**src/rtl/systolic_ctrl.sv**
```systemverilog
// Sequencing controller for systolic_4x4: streams weights/inputs into the array's serial
// load port, runs the store phase, buffers the results and drains them under backpressure.
module systolic_ctrl #(
  parameter int unsigned N       = 4,
  parameter int unsigned DW      = 4,
  parameter int unsigned RW      = 8,
  parameter int unsigned TIMEOUT = 64
) (
  input  logic          i_clk,
  input  logic          i_reset,
  input  logic          i_start,
  input  logic          i_reuse_weights,
  input  logic [DW-1:0] i_in_data,
  input  logic          i_in_valid,
  output logic          o_in_ready,
  output logic [RW-1:0] o_out_data,
  output logic          o_out_valid,
  input  logic          i_out_ready,
  output logic          o_busy,
  output logic          o_done,
  output logic          o_error,
  output logic [DW-1:0] o_sa_data_in,
  output logic          o_sa_load_weights,
  output logic          o_sa_load_inputs,
  output logic          o_sa_store_outputs,
  input  logic [RW-1:0] i_sa_results,
  input  logic          i_sa_valid_out
);

  localparam int unsigned Beats  = N * N;
  localparam int unsigned CntMax = (TIMEOUT > Beats) ? TIMEOUT : Beats;
  localparam int unsigned CW     = $clog2(CntMax + 1);
  localparam int unsigned IW     = (Beats > 1) ? $clog2(Beats) : 1;

  localparam logic [CW-1:0] LastBeat  = CW'(Beats - 1);
  localparam logic [CW-1:0] StoreLast = CW'(Beats);
  localparam logic [CW-1:0] WaitLast  = CW'(TIMEOUT - 1);

  typedef enum logic [3:0] {
    StIdle, StLoadW, StGapW, StLoadI, StGapI, StWait, StStore, StDrain, StFin
  } state_e;

  state_e          r_state;
  state_e          w_state_nxt;
  logic [CW-1:0]   r_cnt;
  logic            r_error;
  logic [DW-1:0]   r_sa_data;
  logic [RW-1:0]   r_buf [Beats];

  logic            w_loading;
  logic            w_in_hs;
  logic            w_out_hs;
  logic            w_last_beat;
  logic            w_timeout;
  logic [IW-1:0]   w_cap_idx;
  logic [IW-1:0]   w_rd_idx;

  assign w_loading   = (r_state == StLoadW) || (r_state == StLoadI);
  assign w_in_hs     = w_loading & i_in_valid;
  assign w_out_hs    = (r_state == StDrain) & i_out_ready;
  assign w_last_beat = (r_cnt == LastBeat);
  assign w_timeout   = !i_sa_valid_out && (r_cnt == WaitLast);
  // Store cycle 0 is the lead cycle, so capture k lands in slot k-1.
  assign w_cap_idx   = IW'(r_cnt - CW'(1));
  assign w_rd_idx    = r_cnt[IW-1:0];

  always_ff @(posedge i_clk) begin
    if (!i_reset) r_state <= StIdle;
    else          r_state <= w_state_nxt;
  end

  always_comb begin
    w_state_nxt = r_state;
    unique case (r_state)
      StIdle:  if (i_start) w_state_nxt = i_reuse_weights ? StLoadI : StLoadW;
      StLoadW: if (w_in_hs && w_last_beat) w_state_nxt = StGapW;
      StGapW:  w_state_nxt = StLoadI;
      StLoadI: if (w_in_hs && w_last_beat) w_state_nxt = StGapI;
      StGapI:  w_state_nxt = StWait;
      StWait: begin
        if (i_sa_valid_out) w_state_nxt = StStore;
        else if (w_timeout) w_state_nxt = StFin;
      end
      StStore: if (r_cnt == StoreLast) w_state_nxt = StDrain;
      StDrain: if (w_out_hs && w_last_beat) w_state_nxt = StFin;
      StFin:   w_state_nxt = StIdle;
      default: w_state_nxt = StIdle;
    endcase
  end

  always_comb begin
    o_in_ready         = 1'b0;
    o_out_valid        = 1'b0;
    o_out_data         = '0;
    o_done             = 1'b0;
    o_sa_load_weights  = 1'b0;
    o_sa_load_inputs   = 1'b0;
    o_sa_store_outputs = 1'b0;
    o_sa_data_in       = r_sa_data;
    o_busy             = (r_state != StIdle);
    o_error            = r_error;
    unique case (r_state)
      StLoadW: begin
        o_in_ready        = 1'b1;
        o_sa_load_weights = i_in_valid;
        if (i_in_valid) o_sa_data_in = i_in_data;
      end
      StLoadI: begin
        o_in_ready       = 1'b1;
        o_sa_load_inputs = i_in_valid;
        if (i_in_valid) o_sa_data_in = i_in_data;
      end
      StStore: o_sa_store_outputs = 1'b1;
      StDrain: begin
        o_out_valid = 1'b1;
        o_out_data  = r_buf[w_rd_idx];
      end
      StFin:   o_done = 1'b1;
      default: ;
    endcase
  end

  // One counter serves as beat index, wait timer, store phase and drain read index.
  always_ff @(posedge i_clk) begin
    if (!i_reset) begin
      r_cnt     <= '0;
      r_error   <= 1'b0;
      r_sa_data <= '0;
    end else begin
      if (w_in_hs) r_sa_data <= i_in_data;
      unique case (r_state)
        StIdle: begin
          r_cnt <= '0;
          if (i_start) r_error <= 1'b0;
        end
        StLoadW, StLoadI: begin
          if (w_in_hs) r_cnt <= w_last_beat ? '0 : r_cnt + CW'(1);
        end
        StWait: begin
          if (i_sa_valid_out) begin
            r_cnt <= '0;
          end else if (w_timeout) begin
            r_cnt   <= '0;
            r_error <= 1'b1;
          end else begin
            r_cnt <= r_cnt + CW'(1);
          end
        end
        StStore: r_cnt <= (r_cnt == StoreLast) ? '0 : r_cnt + CW'(1);
        StDrain: begin
          if (w_out_hs) r_cnt <= w_last_beat ? '0 : r_cnt + CW'(1);
        end
        default: r_cnt <= '0;
      endcase
    end
  end

  // The array cannot be stalled, so capture is unconditional.
  always_ff @(posedge i_clk) begin
    if (r_state == StStore && r_cnt != '0) r_buf[w_cap_idx] <= i_sa_results;
  end

endmodule

```
**config.mk**
```make
export PLATFORM = sky130hd
export DESIGN_NAME = systolic_ctrl
export DESIGN_NICKNAME = d
export VERILOG_FILES = /design/src/rtl/systolic_ctrl.sv
export SDC_FILE = /design/constraint.sdc
export NUM_CORES = 1
export LEC_CHECK = 0
export CAP_MARGIN = 20
export CORE_MARGIN = 4
export CORE_UTILIZATION = 63
export DETAILED_ROUTE_END_ITERATION = 8
export GPL_ROUTABILITY_DRIVEN = 0
export PLACE_DENSITY = 0.85
export SLEW_MARGIN = 20
export SYNTH_ARGS = -nofsm -noshare
export SYNTH_HDL_FRONTEND = slang
export SYNTH_SLANG_ARGS = --single-unit
```
**constraint.sdc**
```tcl
create_clock -name i_clk -period 6.17 [get_ports i_clk]
set_clock_uncertainty 0.05 [all_clocks]
set_input_delay 1.234 -clock i_clk [delete_from_list [all_inputs] [get_ports i_clk]]
set_output_delay 1.234 -clock i_clk [all_outputs]
set_load 0.01 [all_outputs]
```
* Yosys cells after proc, flatten, opt, wreduce, memory -nomap -nowiden
Memory sizes are Yosys's and may differ from the RTL's. A register that Yosys moved wholly into a read port is not among the register bits. Index checks and enable logic that the tools add are counted.
Word-level totals: register bits after elaboration 16, RAM bits 128, bits of input ports 19, output and inout port bits 20, word-level logic and storage cells 77, memories 1
Memory list:
- r_buf | words 16, bits a word 8, rd ports 1, clocked after memory_dff 1, wr ports 1, RTL line 48 | logic [RW-1:0] r_buf [Beats];
Cells by class: add/subtract/negate cells 2, eq/ne operators 21, multiplexer cells 33, bitwise logic cells 2, reductions and logical operators 14
Operators with widths (count):
- $mux W4 | 11
- $mux W7 | 6
- $pmux W4 S8 | 1
- $pmux W7 S4 | 1
- $eq A4 B3 Y1 const B | 4
- $mux W1 | 11
- $ne A2 B2 Y1 const B | 5
- $eq A4 B2 Y1 const B | 2
- $mux W8 | 1
- $ne A2 B1 Y1 const B | 4
- $add A7 B1 Y7 const B | 1
- $eq A7 B4 Y1 const B | 1
- $eq A7 B5 Y1 const B | 1
- $eq A7 B6 Y1 const B | 1
- $reduce_bool A7 Y1 | 1
- $reduce_and A6 Y1 | 1
- $eq A4 B1 Y1 const B | 1
- $eq A4 B4 Y1 const B | 1
- $logic_and A1 B1 Y1 | 4
- $logic_not A4 Y1 | 1
- $reduce_and A4 Y1 | 1
- $reduce_bool A4 Y1 | 1
- $sub A4 B1 Y4 const B | 1
- $ne A3 B3 Y1 const B | 1
- other kinds (8) | 9

* Logic depth before layout (Yosys ltp)
word-level depth 7, gate-level depth with buffers 8, gate-level depth less buffers 7

* Worst setup path after synthesis
Ideal clock, no wire load.
kind register -> output, start point register (tool-made name), end point output o_out_data[0], arrival time 1855 ps, required time 4886 ps, slack 3031 ps, cell stages (with the launch flop) 6, buffers on the path 2, cells stage by stage dfxtp_1 > buf_2 > buf_2 > mux4_2 > mux4_2 > nor2b_1
RTL lines:
- end, declared | RTL line 16 | output logic [RW-1:0] o_out_data,

==> impl_metrics.yaml <==
outcome:
  status: "finished clean"
power:
  p_sw_share_pct: 23.2
  clkPwrFrac_pct: 42.8
  p_switching_w: 0.000555
  p_leak_nw: 2.29
  max-vdd-ir-drop_uv: 253
  seqPwrFrac_pct: 47.2
  combPwrFrac_pct: 10.0
  internal-power_w: 0.00184
  p_per_area_nw_per_um2: 330
setup_path:
  worstSetupPathType: "flip-flop to output port"
  startpoint_type: "flip-flop"
  cpLargestDelayFamily: "multiplexers"
  cp-end-kind: "output port"
  cp_max_fo: 20
  cpMaxStageDelayCell: "dfxtp_2"
  cp_slowest_stage_delay_ns: 0.61
  crit_chain: "buf_4 > mux4_2 > mux4_2 > nor2b_1 > clkdlybuf4s50_1"
  cp.buffers_inverters: 2
  crit_path_frequent_cell: "mux4_2"
  cp.required_ns: 4.89
  critPathArrivalTime_ns: 3.32
drt:
  vias: 3438
  viasPerCell: 6.46
  avgRoutedWirePerCell_um: 24.4
  drtIter0Drc: 386
  wl_um: 13000
  drc: 0
  dr.pass1.iters: 5
  ant_nets: 0
cts:
  hold_buffers: 0
  numCtsBuffers: 17
  cts_tree: "built"
  cts_buffer_depth: 2
  cts_resized: 0
  cts_root_buf: "clkbuf_8"
  clk_latency_ns: 0.51
  cts_setup_buffers: 0
  htree_levels: 4
  cts.sinks: 148
  clk_pin_slew_worst_paths_ns: 0.06
cells_and_area:
  antenna_cells: 0
  area.growth.synth_to_final_pct: 17.8
  layout-drive-gt1-share_pct: 22.1
  nets: 416
  fillers: 533
sta:
  period_share_pct: 74.6
  relSlewSlack_pct: 23.3
  final_hold_viol_count: 0
  setup_viol: 0
  fmax_mhz: 217
  slew_violations: 0
  setup_tns_ns: 0
  fin_hold_ws_ns: 0.482
  finalCriticalPeriod_ns: 4.60
  rsz0062_at_grt: "false"
  tightestPinTransition_ns: 1.15
synth:
  synth-edff-count: 128
  yosysUniqueCellTypes: 50
  yosys_warnings: 0
  synthCells: 348
  synth_area_um2: 6140
  ys_seq_elements: 148
  async_flop_share_pct: 0
  yosysSeqAreaShare_pct: 69.1
  synth_top_area_share_pct: 62.6
  netlist_top_cells_count: "edfxtp_1 (128), mux4_2 (40), nor2_1 (25)"
  synth-main-ff-cell: "edfxtp_1"
  synth_area_leader_cell: "edfxtp_1"
  synth_area_per_cell_um2: 17.7
  yosysMostFrequentCell: "edfxtp_1"
  synth_fp_nets: 373
  synthTopCellsByArea: "edfxtp_1 (63%), mux4_2 (15%), dfxtp_1 (6.5%)"
placed_design:
  dp_hpwl_um: 7580
  io_buffers: 38
grt:
  grt_pass1_wl_um: 20100
  grt_use_total_pct: 24.6
  grt_max_degree: 33
  grt-ovfl-total: 0
  antenna_found_initial: 0
  grt_pass1_vias: 3465
die:
  placementRows: 35
  start_util_pct: 65.6
  die_w_um: 107
  core_um2: 9370
  die_h_um: 107
  die_area_um2: 11400
  io_pins: 39
min_path:
  min_path_type: "flip-flop to flip-flop"
job:
  cap_viol_max_count: 0
==> power groups by stage <==
stage / registers, W / clock network, W / logic [W]
final: 0.00113 / 0.00102 / 0.000240
after detailed placement: 0.00115 / 0 / 0.000238
after global routing: 0.00113 / 0.00108 / 0.000262
after floorplan: 0.00113 / 0 / 0.000174
after global placement: 0.00115 / 0 / 0.000231
after CTS: 0.00113 / 0.00103 / 0.000241
==> worst paths after layout <==
check | endpoint | start | slack, ns | depth (start not counted)
min | o_error$_SDFFE_PN0P_ | o_error$_SDFFE_PN0P_ | 0.48 | 1
min reg2reg | o_error$_SDFFE_PN0P_ | o_error$_SDFFE_PN0P_ | 0.48 | 1
max reg2reg | r_buf[13][6]$_DFFE_PP_ | r_cnt[0]$_SDFFE_PN0N_ | 3.09 | 6
max | o_out_data[4] | flip-flop | 1.57 | 5
==> cell usage in the layout (no fill, tap or decap), types with 5 or more instances in the layout <==
cell type        Yosys  layout
edfxtp_1           128     128
mux4_2              40      40
clkdlybuf4s50_1      0      38
nor2_1              25      23
dfxtp_1             20      19
clkbuf_16            0      16
nand2_1             15      15
nor2b_1             16      14
inv_1                8       8
a21oi_1              7       7
and3_1               6       6
ha_1                 6       6
and2_1               5       5
==> metrics by stage <==
| step | total power [W] | util, % | std cells | cell area, um^2 | setup slack (ns) |
|---|---|---|---|---|---|
| after floorplan | 0.00130 | - | 348 | 6140 | 3.03 |
| after global placement | 0.00138 | 70.7 | 500 | 6620 | 2.06 |
| after detailed placement | 0.00139 | 70.7 | 500 | 6620 | 1.95 |
| after CTS | 0.00240 | 77.0 | 531 | 7220 | 1.47 |
| after global routing | 0.00248 | 77.2 | 532 | 7240 | 1.36 |
| final | 0.00239 | 77.2 | 532 | 7240 | 1.57 |
==> flip-flops by register name, summed over array words and instances (netlist names), named ones only <==
register	count
o_error	1
r_cnt	7
r_sa_data	4
r_state	4
r_buf	128
==> metal layers <==
layer / wire length [um] / GRT usage [%] / share of wire [%]
met4: 280 / 8.95 / 2.2
met5: 0 / 0 / 0
met2: 6970 / 42.4 / 54
met3: 963 / 4.46 / 7.4
met1: 4780 / 31.6 / 37
==> kinds of logic (layout without fill, tap and decap cells) <==
| logic type | after synthesis | count (layout) | synth area share (%) |
|---|---|---|---|
| AO/OA/AOI/OAI | 33 | 33 | 4.13 |
| XOR/XNOR | 1 | 1 | 0.143 |
| flip-flops | 148 | 148 | 69.1 |
| buffers and inverters | 25 | 80 | 1.75 |
| AND/OR/NAND/NOR | 89 | 89 | 7.94 |
| adder cells (fa/ha/maj) | 6 | 6 | 1.22 |
| multiplexers | 46 | 46 | 15.7 |
==> area by class of cell <==
class / count / area [um^2] / area share, %
Tap cell: 129 / 161 / 2.23
Clock buffer: 17 / 414 / 5.72
Multi-Input combinational cell: 175 / 1800 / 24.9
Sequential cell: 148 / 4250 / 58.7
Inverter: 8 / 30.0 / 0.415
Clock inverter: 14 / 179 / 2.47
Timing Repair Buffer: 41 / 407 / 5.62
==> worst reg2reg max path, stage by stage (launching register included) <==
cell	delay (ns)
dfxtp_1	0.49
inv_1	0.15
ha_1	0.33
nor4b_1	0.20
a21oi_1	0.37
nand2_1	0.20
nor2_1	0.90
Power figures use the tool's default switching activity.
